==> src/rtl/bcd_conv_pkg.sv <==
// Shared definitions for the sequential binary-to-BCD converter.
// Latency: n/a (types and constants only).
// Backpressure: n/a.
// Contents: FSM state encoding, BCD digit width and double-dabble adjust constants.
package bcd_conv_pkg;

  localparam int DIGIT_W = 4;

  // Digits at or above this value are corrected before each shift.
  localparam logic [DIGIT_W-1:0] ADJ_THRESH = 4'd5;
  localparam logic [DIGIT_W-1:0] ADJ_ADD    = 4'd3;

  typedef enum logic [1:0] {
    IDLE  = 2'd0,
    SHIFT = 2'd1,
    DONE  = 2'd2
  } state_e;

endpackage

==> src/rtl/bcd_digit_adjust.sv <==
// Double-dabble digit correction: add 3 to a BCD digit that is 5 or more.
// Latency: combinational, zero cycles.
// Backpressure: none, pure function of the input digit.
// Ports: dig_in - current BCD digit (0..9); dig_out - corrected digit (0..12).
module bcd_digit_adjust
  import bcd_conv_pkg::*;
(
  input  logic [DIGIT_W-1:0] dig_in,
  output logic [DIGIT_W-1:0] dig_out
);

  // Inputs never exceed 9 in use, so the sum stays within 4 bits.
  assign dig_out = (dig_in >= ADJ_THRESH) ? (dig_in + ADJ_ADD) : dig_in;

endmodule

==> src/rtl/bcd_conv_ctrl.sv <==
// Sequential binary-to-BCD converter (shift-and-add-3, one input bit per cycle).
// Latency: resp_val rises NBITS+1 cycles after the accept cycle; 1 cycle when
//   BCD_CONV_FAST_EN is defined and the value is below 10.
// Backpressure: req_rdy only in IDLE; result held in DONE until resp_rdy.
// Ports: clk/rst (async active-high); req_val/req_rdy/req_msg request side;
//   resp_val/resp_rdy/resp_tens/resp_ones response side.
// Optional macro: BCD_CONV_FAST_EN - values 0..9 skip the shift phase.
module bcd_conv_ctrl
  import bcd_conv_pkg::*;
#(
  parameter int NBITS = 5  // legal 1..6 so the largest input fits in two digits
) (
  input  logic               clk,
  input  logic               rst,
  input  logic               req_val,
  output logic               req_rdy,
  input  logic [NBITS-1:0]   req_msg,
  output logic               resp_val,
  input  logic               resp_rdy,
  output logic [DIGIT_W-1:0] resp_tens,
  output logic [DIGIT_W-1:0] resp_ones
);

  localparam int CNT_W = $clog2(NBITS + 1);

  state_e             state_q, state_d;
  logic [NBITS-1:0]   shreg_q, shreg_d;
  logic [DIGIT_W-1:0] tens_q, tens_d;
  logic [DIGIT_W-1:0] ones_q, ones_d;
  logic [CNT_W-1:0]   cnt_q, cnt_d;
  logic               resp_val_q, resp_val_d;

  logic [DIGIT_W-1:0] tens_adj, ones_adj;

`ifdef BCD_CONV_FAST_EN
  logic [7:0] msg_ext;
  assign msg_ext = 8'(req_msg);
`endif

  bcd_digit_adjust u_adj_tens (.dig_in(tens_q), .dig_out(tens_adj));
  bcd_digit_adjust u_adj_ones (.dig_in(ones_q), .dig_out(ones_adj));

  always_comb begin
    state_d = state_q;
    shreg_d = shreg_q;
    tens_d  = tens_q;
    ones_d  = ones_q;
    cnt_d   = cnt_q;

    case (state_q)
      IDLE: begin
        if (req_val) begin
          shreg_d = req_msg;
          tens_d  = '0;
          ones_d  = '0;
          cnt_d   = CNT_W'(NBITS);
          state_d = SHIFT;
`ifdef BCD_CONV_FAST_EN
          // A single-digit value is already its own BCD ones digit.
          if (msg_ext < 8'd10) begin
            ones_d  = msg_ext[DIGIT_W-1:0];
            state_d = DONE;
          end
`endif
        end
      end
      SHIFT: begin
        // Correct both digits, then move the next binary MSB into ones.
        {tens_d, ones_d, shreg_d} = {tens_adj, ones_adj, shreg_q} << 1;
        cnt_d = cnt_q - CNT_W'(1);
        if (cnt_q == CNT_W'(1)) begin
          state_d = DONE;
        end
      end
      DONE: begin
        if (resp_rdy) begin
          state_d = IDLE;
        end
      end
      default: begin
        state_d = IDLE;
      end
    endcase

    resp_val_d = (state_d == DONE);
  end

  always_ff @(posedge clk or posedge rst) begin
    if (rst) begin
      state_q    <= IDLE;
      shreg_q    <= '0;
      tens_q     <= '0;
      ones_q     <= '0;
      cnt_q      <= '0;
      resp_val_q <= 1'b0;
    end else begin
      state_q    <= state_d;
      shreg_q    <= shreg_d;
      tens_q     <= tens_d;
      ones_q     <= ones_d;
      cnt_q      <= cnt_d;
      resp_val_q <= resp_val_d;
    end
  end

  // State resets to IDLE, so ready is masked while reset is still asserted.
  assign req_rdy   = (state_q == IDLE) && !rst;
  assign resp_val  = resp_val_q;
  assign resp_tens = tens_q;
  assign resp_ones = ones_q;

endmodule

==> config.mk <==
export PLATFORM = sky130hd
export DESIGN_NAME = bcd_conv_ctrl
export DESIGN_NICKNAME = d
export VERILOG_FILES = /design/src/rtl/bcd_conv_pkg.sv /design/src/rtl/bcd_digit_adjust.sv /design/src/rtl/bcd_conv_ctrl.sv
export SDC_FILE = /design/constraint.sdc
export NUM_CORES = 1
export LEC_CHECK = 0
export CORE_MARGIN = 4
export CORE_UTILIZATION = 35
export CTS_BUF_LIST = sky130_fd_sc_hd__clkbuf_4 sky130_fd_sc_hd__clkbuf_8
export DETAILED_ROUTE_END_ITERATION = 12
export PLACE_DENSITY = 0.63
export SLEW_MARGIN = 20
export SYNTH_ARGS = -nofsm -noshare
export SYNTH_HDL_FRONTEND = slang
export SYNTH_SLANG_ARGS = --single-unit
==> constraint.sdc <==
create_clock -name clk -period 1.9 [get_ports clk]
set_clock_uncertainty 0.15 [all_clocks]
set_input_delay 0.38 -clock clk [delete_from_list [all_inputs] [get_ports clk]]
set_output_delay 0.38 -clock clk [all_outputs]
set_load 0.005 [all_outputs]
; ---- After elaboration in Yosys (flattened, before gate mapping)
; Index checks and enable logic that the tools add are counted.
[op_classes]
n_addsub = 3
magnitude_cmp = 2
eq_ne = 5
mux = 13
reduce_logical = 5
[op_table]
columns = op, n
row1 = $pmux W4 S2, 2
row2 = $pmux W5 S2, 1
row3 = $ge A4 B3 Y1 const B, 2
row4 = $mux W4, 2
row5 = $mux W2, 3
row6 = $mux W3, 2
row7 = $pmux W2 S3, 1
row8 = $pmux W3 S2, 1
row9 = $mux W5, 1
row10 = $add A4 B2 Y4 const B, 1
row11 = $eq A2 B2 Y1 const B, 2
row12 = $add A3 B2 Y3 const B, 1
row13 = $eq A3 B1 Y1 const B, 1
row14 = $sub A3 B1 Y3 const B, 1
row15 = $eq A2 B1 Y1 const B, 1
row16 = $logic_not A2 Y1, 1
row17 = $ne A2 B2 Y1 const B, 1
row18 = $reduce_and A2 Y1, 1
row19 = $reduce_bool A2 Y1, 1
row20 = $logic_and A1 B1 Y1, 1
row21 = $logic_not A1 Y1, 1
[word_totals]
ff_bits = 19
input_bits = 9
output_inout_bits = 10
word_cells = 34

; ---- Logic depth before layout (Yosys ltp)
[logic_depth]
word_depth = 4
depth_mapped = 6
mapped_depth_nobuf = 6

; ---- Modules after synthesis
; A second synthesis with hierarchy kept.
[hier_totals]
hier_cells = 102
hier_area_um2 = 1042.2
[modules_own_cells]
columns = mod, n_inst, cells_each, area_each_um2, seq_area_each_um2
row1 = bcd_conv_ctrl, 1, 70, 839.6, 475.5
row2 = bcd_digit_adjust, 2, 16, 101.3, 0.0

; ---- Least setup slack after synthesis
; No wires, ideal clock.
[synth_path]
kind = register to register
start = register ones_q[1] (netlist: resp_ones[1])
end = register ones_q[2] (netlist: resp_ones[2])
setup_time_ns = 0.066
arrival_time_ns = 1.247
required_ns = 1.684
path_slack_ns = 0.438
stages_incl_launch_ff = 7
n_path_buf = 0
period_less_slack_ns = 1.462
cell_sequence = dfrtp_1 -> inv_1 -> ha_1 -> nand2b_1 -> a21oi_2 -> mux2i_1 -> a22o_1
[synth_via]
elab_chain_len = 3
word_cells_on_any_way = 4
cone_classes = 1 x add/sub / 1 x order compare / 2 x mux
[synth_lines]
columns = element, line_no
row1 = start: declaration, bcd_conv_ctrl.sv:29  ; logic [DIGIT_W-1:0] ones_q, ones_d;
row2 = start signal: assignment, bcd_conv_ctrl.sv:100  ; ones_q <= ones_d;
row3 = $add A4 B2 Y4 / $ge A4 B3 Y1 (equally long branches), bcd_digit_adjust.sv:13  ; assign dig_out = (dig_in >= ADJ_THRESH) ? (dig_in + ADJ_ADD) : dig_in;
row4 = $mux W4 *, bcd_digit_adjust.sv:13
row5 = $pmux W4 S2 *, bcd_conv_ctrl.sv:50  ; case (state_q)
; Mark *: on every way between the ends. The rest lies on a longest branch, timed or not.
; A chain may end at the register's enable or synchronous reset.

; ---- Final worst setup path
[layout_path]
start = register ones_q[2] (netlist: resp_ones[2])
end = output resp_ones[2]
[layout_lines]
columns = element, line_no
row1 = end: declaration, bcd_conv_ctrl.sv:21  ; output logic [DIGIT_W-1:0] resp_ones
; No word-level cell between the ends.

==> qor.yml <==
critical_path_buf_inv_count: 1
r2r_cells: 6
io_buffers: 18
path_cells: "clkdlybuf4s50_1"
gp_congestion: 0.732
holdWs_ns: 0.295
ir_drop_mv: 0.792
ys_types: 27
yosys-top-cells-area: "dfrtp_1 (48%), ha_1 (7.6%), mux2i_1 (6.0%), o21ai_0 (4.5%), nand2_1 (4.2%)"
syn_area_um2: 993
synth_seq_cells: 19
syn_nets: 109
r2r_slack_ns: 0.31
finalNonFillerCells: 147
cts_sinks: 19
ant_nets: 0
numCtsBuffers: 3
stdcell_area_mm2: 0.00125
p_sw_mw: 0.772
hold_buffers: 0
wirelength_um: 1860
pre_cts_ws_ns: -0.129
placementRows: 19
grt_pass1_wl_um: 3190
start_util_pct: 36.3
cts_tree: "done"
p_leak_nw: 0.567
synthesis.instances: 94
rsz0062_at_grt: "no"
root_buffer: "clkbuf_4"
slowest_stage: "clkdlybuf4s50_1"
layout-drive-gt1-share_pct: 15.5
setup_viol: 0
finalWorstSetupSlack_ns: 0.0802
power.density_mw_per_mm2: 1590
fin_nets: 132
dp_hpwl_um: 1390
worstSetupStartpointType: "register"
finalCritPeriodShare_pct: 95.8
num_antenna_cells: 0
synth_top_area_share_pct: 47.9
end_kind: "output pin"
clk_pin_slew_worst_paths_ns: 0.11
die_h_um: 61.3
worst-setup-path-type: "register to output pin"
swShare_pct: 38.9
synth_top_area_cell: "dfrtp_1"
comb_power_share_pct: 53.7
placed_cell_area_mm2: 0.00121
first_pass_iters: 4
drt-initial-drc-count: 10
grt_max_degree: 21
p_int_mw: 1.22
placedCellCount: 142
r2r_start: "resp_ones[0]"
ios: 19
drc: 0
syn_area_per_cell_um2: 10.6
dieArea_mm2: 0.00375
cts_max_level: 1
nFillCells: 276
synth_edf_count: 0
synthArstFlopShare_pct: 100
core_area_mm2: 0.00273
fin_util_pct: 45.6
status: "completed"
clock_path_buffers: 2
p_clk_share_pct: 10.3
wire_per_inst_um: 12.7
arrival_ns: 1.29
critPathRequiredTime_ns: 1.37
grt-ovfl-total: 0
grt_use_total_pct: 11.1
worst_pin_slew_ns: 0.301
hold_viol: 0
post-route-min-period_ns: 1.82
antenna_found_initial: 0
cp_max_fo: 6
synth_ff_type: "dfrtp_1"
max_slew_margin_pct: 80.0
worstReg2RegEnd: "resp_ones[2]"
viasPerCell: 4.97
cp_top_family: "buffers and inverters"
ys_seq_area_share_pct: 47.9
slew_viol_final: 0
grt_pass1_vias: 747
die_w_um: 61.3
max_stage_delay_ns: 0.54
max_freq_ghz: 0.550
hp-class: "input port to asynchronous set/reset pin"
seqPwrFrac_pct: 35.9
yosysWarnings: 0
num_vias: 731
clock_latency_ns: 0.29
synthToLayoutAreaGrowth_pct: 25.6
max_cap_viol_count: 0
## layer usage
metal | wire length, um | GRT usage, %
met1 | 891 | 14.7
met2 | 896 | 18.1
met3 | 76 | 2.94
met4 | 0 | 2.79
met5 | 0 | 0
## sequential cells by signal (all words and copies together), names as in the netlist
register	flops
state_q	2
cnt_q	3
resp_tens	4
resp_ones	4
resp_val	1
shreg_q	5
## cells in the final DEF (no fill, tap or decap), types with 3 or more instances in the layout
cell             netlist  final
buf_4                  0      3
clkbuf_4               0      3
clkdlybuf4s50_1        0     17
dfrtp_1               19     19
ha_1                   6      6
inv_1                  8      8
mux2i_1                6      6
nand2_1               11     11
o21ai_0                9      9
o21ai_1                4      4
## layout make-up
type | instances | area, um^2 | area share [%]
Clock buffer | 3 | 22.5 | 1.81
Clock inverter | 1 | 5.00 | 0.401
Inverter | 8 | 30.0 | 2.41
Multi-Input combinational cell | 63 | 454 | 36.4
Sequential cell | 19 | 475 | 38.1
Tap cell | 31 | 38.8 | 3.11
Timing Repair Buffer | 22 | 221 | 17.8
## worst max-delay path by stage
stage	from	end	depth (start not counted)
detailed placement	rst	req_rdy	3
global route	resp_ones[2]	resp_ones[2]	1
floorplan	resp_ones[1]	resp_ones[2]	6
finish	resp_ones[2]	resp_ones[2]	1
CTS	resp_ones[2]	resp_ones[2]	1
global placement	rst	req_rdy	3
## power by group through the flow
stage	sequential [mW]	clock (mW)	combinational, mW
floorplan	0.719	0	0.755
global placement	0.723	0	1.03
detailed placement	0.731	0	1.06
CTS	0.718	0.214	1.09
global route	0.743	0.233	1.20
finish	0.714	0.205	1.07
## what timing repair did
item	CTS	global route
resized for setup	2	0
buffers inserted	1	0
endpoints found under the setup margin	1	0
## worst min-delay path: stages
cell	delay (ns)
clkdlybuf4s50_1	0.43
inv_1	0.06
buf_4	0.26
## cell usage after synthesis, drive strengths merged (2+ instances only)
| library cell | number |
|---|---|
| inv | 8 |
| a21oi | 3 |
| mux2i | 6 |
| nor3b | 2 |
| a31o | 2 |
| dfrtp | 19 |
| buf | 4 |
| ha | 6 |
| xnor2 | 2 |
| nor3 | 3 |
| o21ai | 15 |
| a22o | 3 |
| nand2 | 11 |
| nand2b | 3 |
## cell families after synthesis
kind of cell	count (synthesis)	synth area share [%]
xor+xnor	2	1.76
buf+inv	12	6.93
flops	19	47.9
mux	6	6.05
compound gates	27	18.6
fa+ha+maj	6	7.56
simple gates	22	11.2
## metrics by stage
| step | total power [mW] | TNS [ns] |
|---|---|---|
| after floorplan | 1.47 | 0 |
| after global placement | 1.75 | -0.0862 |
| after detailed placement | 1.80 | -0.129 |
| after CTS | 2.02 | 0 |
| after global routing | 2.18 | 0 |
| final | 1.99 | 0 |
No activity file was read; power rests on OpenSTA's default activity.
